$ cat config.mk
export PLATFORM = sky130hd
export DESIGN_NAME = proximity_alert
export DESIGN_NICKNAME = d
export VERILOG_FILES = /design/src/rtl/proximity_alert.sv
export SDC_FILE = /design/constraint.sdc
export NUM_CORES = 1
export LEC_CHECK = 0
export ABC_AREA = 1
export BUFFER_PORTS_ARGS = -buffer_cell sky130_fd_sc_hd__buf_4
export CAP_MARGIN = 20
export CORE_MARGIN = 3
export CORE_UTILIZATION = 44
export DETAILED_ROUTE_END_ITERATION = 16
export GPL_ROUTABILITY_DRIVEN = 0
export MAX_ROUTING_LAYER = met4
export SYNTH_ARGS = -nofsm -noshare
export SYNTH_HDL_FRONTEND = slang
export SYNTH_SLANG_ARGS = --single-unit
$ cat constraint.sdc
create_clock -name sys_clk -period 4.09 [get_ports sys_clk]
set_input_delay 0.818 -clock sys_clk [delete_from_list [all_inputs] [get_ports sys_clk]]
set_output_delay 0.818 -clock sys_clk [all_outputs]
set_load 0.02 [all_outputs]
$ cat src/rtl/proximity_alert.sv
// proximity_alert: averages ultrasonic echo widths, classifies the distance
// into CLEAR / FAR / NEAR zones with hysteresis and drives the helmet buzzer,
// an alert line and a stale-sensor flag.
// Optional build macro PROX_DIST_CM_EN adds a serial avg_us/58 divider that
// reports the averaged distance in centimetres on dist_cm / dist_valid.
//
// Handshake: pulse_valid is a one-cycle strobe with no back-pressure; every
// strobe is accepted (back-to-back included). avg_valid and dist_valid are
// one-cycle strobes qualifying avg_us and dist_cm respectively.
module proximity_alert #(
    parameter int PW_WIDTH       = 15,
    parameter int AVG_LOG2       = 2,
    parameter int NEAR_US        = 580,
    parameter int FAR_US         = 2900,
    parameter int HYST_US        = 116,
    parameter int STALE_US       = 100000,
    parameter int BEEP_ON_US     = 100000,
    parameter int BEEP_PERIOD_US = 500000
) (
    input  logic                sys_clk,
    input  logic                sys_rst_n,
    input  logic                tick_us,
    input  logic [PW_WIDTH-1:0] pulse_in,
    input  logic                pulse_valid,
    output logic [PW_WIDTH-1:0] avg_us,
    output logic                avg_valid,
    output logic [1:0]          level,
    output logic                alert,
    output logic                buzz,
    output logic                stale,
    output logic [9:0]          dist_cm,
    output logic                dist_valid
);

    localparam int DEPTH = 1 << AVG_LOG2;
    localparam int SW    = PW_WIDTH + AVG_LOG2;
    localparam int CW    = PW_WIDTH + 1;
    localparam int SCW   = $clog2(STALE_US + 1);
    localparam int BW    = $clog2(BEEP_PERIOD_US + 1);

    localparam logic [PW_WIDTH-1:0] PW_MAX   = '1;
    localparam logic [SW-1:0]       SUM_FULL = SW'(DEPTH * ((1 << PW_WIDTH) - 1));

    localparam logic [CW-1:0] NEAR_ENTER = CW'(NEAR_US);
    localparam logic [CW-1:0] FAR_ENTER  = CW'(FAR_US);
    localparam logic [CW-1:0] NEAR_EXIT  = CW'(NEAR_US + HYST_US);
    localparam logic [CW-1:0] FAR_EXIT   = CW'(FAR_US + HYST_US);

    localparam logic [SCW-1:0] STALE_MAX  = SCW'(STALE_US);
    localparam logic [SCW-1:0] STALE_LAST = SCW'(STALE_US - 1);
    localparam logic [BW-1:0]  BEEP_LAST  = BW'(BEEP_PERIOD_US - 1);
    localparam logic [BW-1:0]  BEEP_ON    = BW'(BEEP_ON_US);

    // Zone FSM encoding; the state register is the level output itself.
    localparam logic [1:0] LVL_CLEAR = 2'd0;
    localparam logic [1:0] LVL_FAR   = 2'd1;
    localparam logic [1:0] LVL_NEAR  = 2'd2;

    logic [PW_WIDTH-1:0] sample_buf [DEPTH];
    logic [SW-1:0]       sum;
    logic                s1_valid;
    logic [PW_WIDTH-1:0] sample_cond;
    logic [SCW-1:0]      stale_cnt;
    logic                stale_hit;
    logic [BW-1:0]       beep_cnt;
    logic [BW-1:0]       beep_nxt;
    logic [1:0]          level_nxt;
    logic                buzz_nxt;
    logic [CW-1:0]       avg_ext;

    // A zero width means no echo came back; treat it as "as far as possible".
    assign sample_cond = (pulse_in == '0) ? PW_MAX : pulse_in;
    assign stale_hit   = tick_us && !pulse_valid && (stale_cnt == STALE_LAST);
    assign avg_ext     = {1'b0, avg_us};

    // Stage 1: running-sum moving average over the last DEPTH samples.
    always_ff @(posedge sys_clk) begin
        if (!sys_rst_n || stale_hit) begin
            for (int i = 0; i < DEPTH; i++) sample_buf[i] <= PW_MAX;
            sum      <= SUM_FULL;
            s1_valid <= 1'b0;
        end else begin
            s1_valid <= pulse_valid;
            if (pulse_valid) begin
                for (int i = DEPTH - 1; i > 0; i--) sample_buf[i] <= sample_buf[i-1];
                sample_buf[0] <= sample_cond;
                sum <= sum + SW'(sample_cond) - SW'(sample_buf[DEPTH-1]);
            end
        end
    end

    // Stage 2: truncating divide by the depth; a stale event parks avg at max silently.
    always_ff @(posedge sys_clk) begin
        if (!sys_rst_n || stale_hit) begin
            avg_us    <= PW_MAX;
            avg_valid <= 1'b0;
        end else begin
            avg_valid <= s1_valid;
            if (s1_valid) avg_us <= sum[SW-1:AVG_LOG2];
        end
    end

    // Zone next-state with hysteresis, plus beep counter and buzzer drive.
    always_comb begin
        level_nxt = level;
        if (avg_valid) begin
            case (level)
                LVL_CLEAR: begin
                    if (avg_ext < NEAR_ENTER)     level_nxt = LVL_NEAR;
                    else if (avg_ext < FAR_ENTER) level_nxt = LVL_FAR;
                end
                LVL_FAR: begin
                    if (avg_ext < NEAR_ENTER)     level_nxt = LVL_NEAR;
                    else if (avg_ext >= FAR_EXIT) level_nxt = LVL_CLEAR;
                end
                LVL_NEAR: begin
                    if (avg_ext >= FAR_EXIT)       level_nxt = LVL_CLEAR;
                    else if (avg_ext >= NEAR_EXIT) level_nxt = LVL_FAR;
                end
                default: level_nxt = LVL_CLEAR;
            endcase
        end
        if (stale_hit) level_nxt = LVL_CLEAR;

        // Counter restarts on every entry into FAR so the first beep starts immediately.
        beep_nxt = beep_cnt;
        if (level_nxt != LVL_FAR || level != LVL_FAR) beep_nxt = '0;
        else if (tick_us) beep_nxt = (beep_cnt == BEEP_LAST) ? '0 : beep_cnt + 1'b1;

        buzz_nxt = (level_nxt == LVL_NEAR) ||
                   ((level_nxt == LVL_FAR) && (beep_nxt < BEEP_ON));
    end

    // Stage 3: register zone, alert, beep phase and buzzer together.
    always_ff @(posedge sys_clk) begin
        if (!sys_rst_n) begin
            level    <= LVL_CLEAR;
            alert    <= 1'b0;
            buzz     <= 1'b0;
            beep_cnt <= '0;
        end else begin
            level    <= level_nxt;
            alert    <= (level_nxt == LVL_NEAR);
            buzz     <= buzz_nxt;
            beep_cnt <= beep_nxt;
        end
    end

    // Stale watchdog: microseconds since the last sample, saturating; a sample wins over a tick.
    always_ff @(posedge sys_clk) begin
        if (!sys_rst_n) begin
            stale_cnt <= '0;
            stale     <= 1'b0;
        end else begin
            if (pulse_valid) begin
                stale_cnt <= '0;
                stale     <= 1'b0;
            end else if (tick_us && stale_cnt != STALE_MAX) begin
                stale_cnt <= stale_cnt + 1'b1;
                if (stale_hit) stale <= 1'b1;
            end
        end
    end

`ifdef PROX_DIST_CM_EN
    localparam int DCW = $clog2(PW_WIDTH);
    localparam logic [6:0] DIVISOR = 7'd58;

    logic [PW_WIDTH-1:0] div_q;
    logic [5:0]          div_rem;
    logic [DCW-1:0]      div_cnt;
    logic                div_busy;
    logic [6:0]          rem_sh;
    logic [6:0]          rem_diff;
    logic                rem_ge;
    logic [5:0]          rem_nxt;
    logic [PW_WIDTH-1:0] q_nxt;

    // One restoring step: shift in the next dividend bit, subtract if it fits.
    always_comb begin
        rem_sh   = {div_rem, div_q[PW_WIDTH-1]};
        rem_diff = rem_sh - DIVISOR;
        rem_ge   = (rem_sh >= DIVISOR);
        rem_nxt  = rem_ge ? rem_diff[5:0] : rem_sh[5:0];
        q_nxt    = {div_q[PW_WIDTH-2:0], rem_ge};
    end

    // Serial divider; a fresh average restarts it so an aborted result never escapes.
    always_ff @(posedge sys_clk) begin
        if (!sys_rst_n) begin
            div_q      <= '0;
            div_rem    <= '0;
            div_cnt    <= '0;
            div_busy   <= 1'b0;
            dist_cm    <= '0;
            dist_valid <= 1'b0;
        end else begin
            dist_valid <= 1'b0;
            if (avg_valid) begin
                div_q    <= avg_us;
                div_rem  <= '0;
                div_cnt  <= DCW'(PW_WIDTH - 1);
                div_busy <= 1'b1;
            end else if (div_busy) begin
                div_q   <= q_nxt;
                div_rem <= rem_nxt;
                div_cnt <= div_cnt - 1'b1;
                if (div_cnt == '0) begin
                    div_busy   <= 1'b0;
                    dist_valid <= 1'b1;
                    dist_cm    <= (q_nxt > PW_WIDTH'(1023)) ? 10'd1023 : q_nxt[9:0];
                end
            end
        end
    end
`else
    assign dist_cm    = '0;
    assign dist_valid = 1'b0;
`endif

endmodule

==> reports/qor.csv, run 1 <==
stage,metric,value,unit
synthesis,synth top area cells,"edfxtp_1, dfxtp_1, nand2_1",
setup_path,reg2reg end,sum[9],
die,I/O Pins,51,
synthesis,mapped cell area,7270,um2
cts,deepest level of the CTS H-tree,4,
setup_path,startpoint types,input pin,
sta,endpoints failing setup,0,
cts,setup bufs post-CTS,0,
hold_path,Hold Path Class,register to register,
synthesis,Mapped Avg Cell Area,8.46,um2
pwr,worst vdd ir,0.331,mV
setup_path,Critical path buffers and inverters,3,
setup_path,crit path capture type,register,
setup_path,Worst R2R Path Depth,11,
synthesis,share of the synthesized area in the top cell type,24.8,%
cts,CTS tree,done,
cells_and_area,# nets final,965,
sta,RSZ-0062 raised after global routing,no,
cts,worst skew pair latency,0.42,ns
die,num rows,46,
route,drt pass-1 iters,7,
pwr,Lkg Pwr,3.45,nW
cts,number of clock sinks,135,
global_routing,met3 global-route usage,4.73,%
synthesis,"Distinct cells, synth",49,
sta,clock skew,0.0114,ns
die,Initial Utilization,45.4,%
cells_and_area,Finished Layout Cells,1140,
cts,clock buffer depth,2,
sta,Final Hold Vio Count,0,
route,number of DRC markers in iteration 0,383,
place,DP HPWL,11300,um
sta,setup TNS,0,ns
setup_path,critical-path maximum fanout,21,
global_routing,overall global routing resource usage,18.9,%
global_routing,first-pass GRT wire length,26400,um
global_routing,pin count of the biggest net entering global routing,46,
route,DRC,0,
cells_and_area,fraction of layout cells with a size suffix above 1,18.4,%
synthesis,post-synthesis sequential area ratio,45.5,%
cts,# resized after CTS,0,
route,Routed Antenna Nets,0,
hold_path,hold path startpoint,sum[15],
run,Max Cap Violations,0,
cells_and_area,Diodes inserted,0,
global_routing,initial antenna violation count,0,
hold_path,Worst Hold Depth,2,
synthesis,register bit total from synthesis,135,
cts,"Reg clk slew, reported paths",0.06,ns
setup_path,Max stage delay on crit path,0.43,ns
place,port bufs,39,
cells_and_area,Layout area overhead,15.5,%
sta,slew margin rel.,50.3,%
hold_path,hold endpoint,sum[15],
sta,final worst-path cycle share,88.7,%
setup_path,R2R Path Start,stale_cnt[0],
route,routed vias,5575,
synthesis,Post-Synthesis Cells,859,
route,final wirelength,15500,um
cts,Root Buffer,clkbuf_16,
setup_path,Slowest cell on crit path,nor4_1,
synthesis,Syn. warnings,0,
global_routing,met2 Use GR,30.5,%
setup_path,CP Cell Sequence,buf_4 > inv_1 > nand3_1 > nor4_1 > inv_2 > nand2_1 > fa_1 > ha_1 > a21o_1 > o21bai_1 > a21o_1 > nand3_1 > nand2_1 > nand2_1 > nand2_1 > nor2_1 > xnor2_1 > nand2_1,
global_routing,met1 Usage GRT,24.1,%
setup_path,instance count on the critical path,18,
cts,hold buffer count at cts,0,
sta,post-route minimum period,3.63,ns
die,core area,16000,um2
sta,fin. max-slew vios,0,
global_routing,"Remaining Overflow, GRT",0,
die,Die H,135,um
synthesis,"area leader, netlist",edfxtp_1,
route,Avg Vias per Cell,4.89,
status,outcome,completed,
place,Placed Instances,1108,
die,full die area,18100,um2
cts,CTS buffer count,17,
setup_path,data required time of the worst path,4.38,ns
setup_path,"most used cell, CP",nand2_1,
global_routing,GRT Max-Usage Layer,met2,
place,DP Worst Slack,0.0539,ns
die,DIE WIDTH,135,um
sta,final worst slack,0.462,ns
route,WL per Instance,13.6,um
pwr,P per Cell Area,469,nW/um2
setup_path,Top Family by Delay on Critical Path,simple AND/OR/NAND/NOR gates,
sta,f_max,276,MHz
setup_path,critical path arrival,3.91,ns
setup_path,CP Class,input pin to register,
global_routing,vias in the first global route,5344,
setup_path,R2R setup slack,1.11,ns
sta,Worst-Margin Slew,0.745,ns
## kinds of logic (layout without fill, tap and decap cells)
family                   after synthesis  count (layout)  share of synthesized area [%]
AO/OA/AOI/OAI                        105             105                           8.52
XOR/XNOR                              16              16                           1.93
adder cells (fa/ha/maj)               35              35                           7.58
buffers and inverters                156             211                           8.87
flip-flops                           135             135                           45.5
other                                  1              11                         0.0516
AND/OR/NAND/NOR                      411             411                           27.6
## final cells by class
| class | count | area [um2] |
|---|---|---|
| Timing Repair Buffer | 51 | 395 |
| Sequential cell | 135 | 3300 |
| Clock buffer | 17 | 425 |
| Fill cell | 1520 | 7610 |
| Tap cell | 216 | 270 |
| Multi-Input combinational cell | 578 | 3360 |
| Clock inverter | 15 | 159 |
| Inverter | 128 | 480 |
## cells in the mapped netlist (all sizes together)
library cell    n
o22ai           3
o21ai          25
o211ai         13
o311ai          1
nor2           87
o21a            1
ha             20
fa             15
nand2         163
a31oi           2
a22oi           5
dfxtp          75
a22o            1
clkbuf         12
or2            49
nor3b           3
nand3b          1
xor2            8
nor4            5
nor3           25
clkinv          2
buf            16
a21oi          44
inv           126
a21o            4
nand4          17
o32ai           1
a211oi          2
o31ai           1
o21bai          2
nand3          61
xnor2           8
conb            1
edfxtp         60
## per-layer routing
metal  vias up  routed length (um)
li1       2911                   -
met1      2543                7140
met2       107                7530
met3        14                 670
met4         0                 142
met5         -                   0
## state kept, by name, indices dropped and copies added (netlist names)
| register | flops |
|---|---|
| alert | 1 |
| avg_us | 15 |
| avg_valid | 1 |
| beep_cnt | 19 |
| buzz | 1 |
| level | 2 |
| s1_valid | 1 |
| sample_buf | 60 |
| stale | 1 |
| stale_cnt | 17 |
| sum | 17 |
## worst max path at each step
stage	start	to	slack, ns
final	pulse_in[12]	sum[16]	0.46
after CTS	pulse_in[12]	sum[9]	0.50
after detailed placement	pulse_in[12]	sum[13]	0.05
after global placement	pulse_in[2]	sum[13]	0.1
after global routing	pulse_in[12]	sum[9]	0.19
after floorplan	pulse_in[14]	sum[16]	0.39
## cells in the final DEF (no fill, tap or decap), types with 5 or more instances in the layout
| cell type | instances |
|---|---|
| nand3_1 | 60 |
| edfxtp_1 | 60 |
| o211ai_1 | 13 |
| ha_1 | 20 |
| a21oi_1 | 44 |
| nor2_1 | 70 |
| xor2_1 | 8 |
| inv_2 | 9 |
| nor2_4 | 12 |
| or2_2 | 48 |
| nor2_2 | 5 |
| fa_1 | 15 |
| conb_1 | 11 |
| buf_4 | 50 |
| inv_6 | 5 |
| nor3_1 | 21 |
| a22oi_1 | 5 |
| nand4_1 | 17 |
| dfxtp_1 | 75 |
| clkbuf_16 | 17 |
| xnor2_1 | 8 |
| inv_8 | 5 |
| nand2_1 | 158 |
| o21ai_0 | 22 |
| inv_1 | 117 |
## per-stage QoR
step	hold slack (ns)	power, mW	area (um2)	utilization [%]
2_1_floorplan	0.447	2.20	7300	-
3_3_place_gp	0.461	2.42	7800	48.8
3_5_place_dp	0.465	2.42	7800	48.8
4_1_cts	0.479	3.96	8390	52.4
5_1_grt	0.514	4.16	8390	52.4
6_report	0.482	3.93	8390	52.4
## report_power, final
part           internal (mW)  leakage (nW)  switching [mW]  total [mW]
Sequential              1.50          1.11          0.0746        1.57
Clock                  0.866         0.286           0.659        1.53
Combinational          0.334          2.05           0.503       0.837
Total                   2.70          3.45            1.24        3.93
## worst reg2reg max path, delay by kind of cell (launching register included)
family | cells | cell delay [ns]
adders and majority gates | 1 | 0.21
and+or+nand+nor | 5 | 1.34
buffers and inverters | 3 | 0.70
DFF | 1 | 0.32
AOI/OAI and AO/OA | 2 | 0.33
(Power assumes the default switching activity.)
==> run 2: changes to the inputs <==
- ABC_AREA: 1 -> 0
==> reports/qor.csv, run 2 <==
stage,metric,value,unit,change
die,Die H,131,um,-2.4%
synthesis,Post-Synthesis Cells,682,,-21%
cells_and_area,fraction of layout cells with a size suffix above 1,13.9,%,-4.5 points
synthesis,"Distinct cells, synth",61,,+24%
setup_path,Critical path buffers and inverters,2,,-1
setup_path,Top Family by Delay on Critical Path,compound AO/OA/AOI/OAI gates,,
synthesis,Post-synth EDFFs,60,,unchanged
route,drt pass-1 iters,5,,-2
cells_and_area,largest registers,"sample_buf: 60 flops, beep_cnt: 19 flops",,
sta,fin. max-slew vios,0,,unchanged
global_routing,overall global routing resource usage,16.9,%,-1.9 points
place,port bufs,39,,unchanged
run,Max Cap Violations,0,,unchanged
global_routing,met1 Usage GRT,23.6,%,-0.51 points
cells_and_area,fin util,53.0,%,+0.53 points
cts,number of clock sinks,135,,unchanged
cts,clock buffer depth,2,,unchanged
global_routing,met2 Use GR,24.2,%,-6.3 points
synthesis,Mapped Avg Cell Area,10.1,um2,+20%
cts,worst skew pair latency,0.42,ns,about the same
cts,hold buffer count at cts,0,,unchanged
pwr,Lkg Pwr,2.99,nW,-13%
global_routing,initial antenna violation count,0,,unchanged
cells_and_area,# nets final,790,,-18%
cells_and_area,"leading cell type in the layout, fill and taps excluded",nand2b_1,,
synthesis,post-synthesis sequential area ratio,47.9,%,+2.4 points
cts,CTS buffer count,17,,unchanged
sta,post-route minimum period,3.82,ns,+0.194 ns
global_routing,met3 global-route usage,4.82,%,+0.092 points
sta,endpoints failing setup,0,,unchanged
cts,# resized after CTS,0,,unchanged
global_routing,first-pass GRT wire length,23100,um,-12%
setup_path,"most used cell, CP",buf_4,,
setup_path,CP Class,input pin to register,,
synthesis,Syn. warnings,0,,unchanged
die,I/O Pins,51,,unchanged
route,Routed Antenna Nets,0,,unchanged
route,routed vias,4946,,-11%
sta,Worst-Margin Slew,0.940,ns,+0.195 ns
place,DP HPWL,9760,um,-14%
die,Initial Utilization,45.2,%,-0.19 points
status,outcome,completed,,
setup_path,critical-path maximum fanout,8,,-62%
sta,clock skew,0.0131,ns,+0.00163 ns
setup_path,Slowest cell on crit path,fa_1,,
sta,Final Hold Vio Count,0,,unchanged
die,num rows,45,,-2.2%
synthesis,ys flop type,dfxtp_1,,
global_routing,GRT Max-Usage Layer,met2,,
setup_path,critical path arrival,4.11,ns,+0.20 ns
setup_path,Max stage delay on crit path,0.44,ns,about the same
cells_and_area,most frequent cells in the layout,"nand2b_1, dfxtp_1, nor2_1",,
route,Avg Vias per Cell,5.15,,+5.4%
sta,RSZ-0062 raised after global routing,no,,
sta,setup TNS,0,ns,unchanged
synthesis,mapped cell area,6900,um2,-5.0%
cts,"Reg clk slew, reported paths",0.06,ns,about the same
pwr,worst vdd ir,0.367,mV,+11%
global_routing,pin count of the biggest net entering global routing,33,,-28%
die,DIE WIDTH,131,um,-2.4%
route,WL per Instance,13.9,um,+2.6%
die,core area,15300,um2,-4.6%
synthesis,Post-synth top cells,"nand2b_1, dfxtp_1, nor2_1",,
cts,setup bufs post-CTS,0,,unchanged
cts,CTS tree,done,,
cells_and_area,"Most flops, register",sample_buf,,
die,full die area,17200,um2,-4.8%
setup_path,CP Cell Sequence,buf_4 > nor4_1 > nand4_1 > buf_4 > nand2b_1 > fa_1 > ha_1 > a211o_1 > or3_1 > o211a_1 > a21oi_2 > o211ai_1 > a2111oi_1 > nor3_1,,
setup_path,data required time of the worst path,4.38,ns,about the same
cells_and_area,Layout area overhead,17.1,%,
synthesis,asr flop ratio synth,0,%,unchanged
synthesis,synth top area cells,"edfxtp_1, dfxtp_1, nand2b_1",,
setup_path,startpoint types,input pin,,
cts,Root Buffer,clkbuf_16,,
sta,final worst-path cycle share,93.4,%,+4.7 points
cells_and_area,max reg flops,60,,unchanged
pwr,P per Cell Area,521,nW/um2,+11%
route,DRC,0,,unchanged
sta,slew margin rel.,37.1,%,-13 points
global_routing,"Remaining Overflow, GRT",0,,unchanged
global_routing,vias in the first global route,4709,,-12%
synthesis,"count leader, synth",nand2b_1,,
sta,f_max,262,MHz,-5.1%
synthesis,"area leader, netlist",edfxtp_1,,
hold_path,Hold Path Class,register to register,,
cts,deepest level of the CTS H-tree,4,,unchanged
cells_and_area,Diodes inserted,0,,unchanged
route,number of DRC markers in iteration 0,277,,-28%
synthesis,register bit total from synthesis,135,,unchanged
setup_path,crit path capture type,register,,
route,final wirelength,13400,um,-14%
synthesis,share of the synthesized area in the top cell type,26.1,%,+1.3 points
[run 2: changes by cell type in the layout (fill, tap and decap cells not counted), moves of 9 or more]
| cell | change |
|---|---|
| nand2_1 | -115 |
| inv_1 | -81 |
| nand2b_1 | +80 |
| or2_2 | -46 |
| nand3_1 | -38 |
| a21oi_1 | -22 |
| mux2i_1 | +18 |
| xnor2_1 | +14 |
| xor2_1 | +13 |
| nor2_4 | -12 |
| and3_1 | +10 |
| inv_2 | -9 |
[run 2: cells by family after synthesis]
| group | count (synthesis) | share of synthesized area (%) |
|---|---|---|
| xor+xnor | 43 | 5.46 |
| buf+inv | 70 | 4.51 |
| fa+ha+maj | 35 | 7.98 |
| simple gates | 291 | 22.6 |
| compound gates | 89 | 8.94 |
| mux | 18 | 2.61 |
| other cells | 1 | 0.0543 |
| flops | 135 | 47.9 |
[run 2: final cells by class]
cell class	count	area, um2
Sequential cell	135	3300
Timing Repair Buffer	59	455
Clock buffer	21	483
Tap cell	211	264
Fill cell	1340	7180
Clock inverter	11	110
Inverter	36	135
Multi-Input combinational cell	487	3330
[run 2: layer usage]
layer	part of all wire, %	vias up
met5	0	-
met4	1.3	0
met3	5.3	17
met2	43	103
met1	50	2347
li1	-	2479
[run 2: final timing paths]
path | from | endpoint | slack (ns) | cells past startpoint
worst min register to register | avg_us[1] | avg_us[1] | 0.48 | 2
worst max-delay path | pulse_in[3] | sum[15] | 0.27 | 14
worst max register to register | sample_buf[3][6] | sum[15] | 1.10 | 10
worst min-delay path | avg_us[1] | avg_us[1] | 0.48 | 2
[run 2: where the power goes]
| part | leakage, nW | total (mW) | switching (mW) | internal (mW) |
|---|---|---|---|---|
| Combinational | 1.59 | 1.08 | 0.574 | 0.506 |
| Clock | 0.290 | 1.50 | 0.585 | 0.916 |
| Sequential | 1.11 | 1.63 | 0.112 | 1.51 |
[run 2: worst reg2reg max path, cell delays in order (launching register included)]
cell and delay, ns:
edfxtp_1 0.36, inv_1 0.09, fa_1 0.42, ha_1 0.33
a211o_1 0.28, or3_1 0.31, o211a_1 0.24, a21oi_2 0.22
o211ai_1 0.14, a2111oi_1 0.39, nor3_1 0.09
[run 2: through the flow]
| stage | worst slack (ns) | cells | cell area (um2) | total power [mW] | hold WS, ns |
|---|---|---|---|---|---|
| final | 0.268 | 960 | 8080 | 4.21 | 0.476 |
| after global routing | 0.167 | 960 | 8080 | 4.47 | 0.501 |
| after CTS | 0.308 | 960 | 8080 | 4.25 | 0.483 |
| after detailed placement | -0.134 | 928 | 7490 | 2.73 | 0.468 |
| after global placement | -0.0324 | 928 | 7490 | 2.71 | 0.459 |
| after floorplan | 0.0644 | 692 | 6940 | 2.44 | 0.450 |
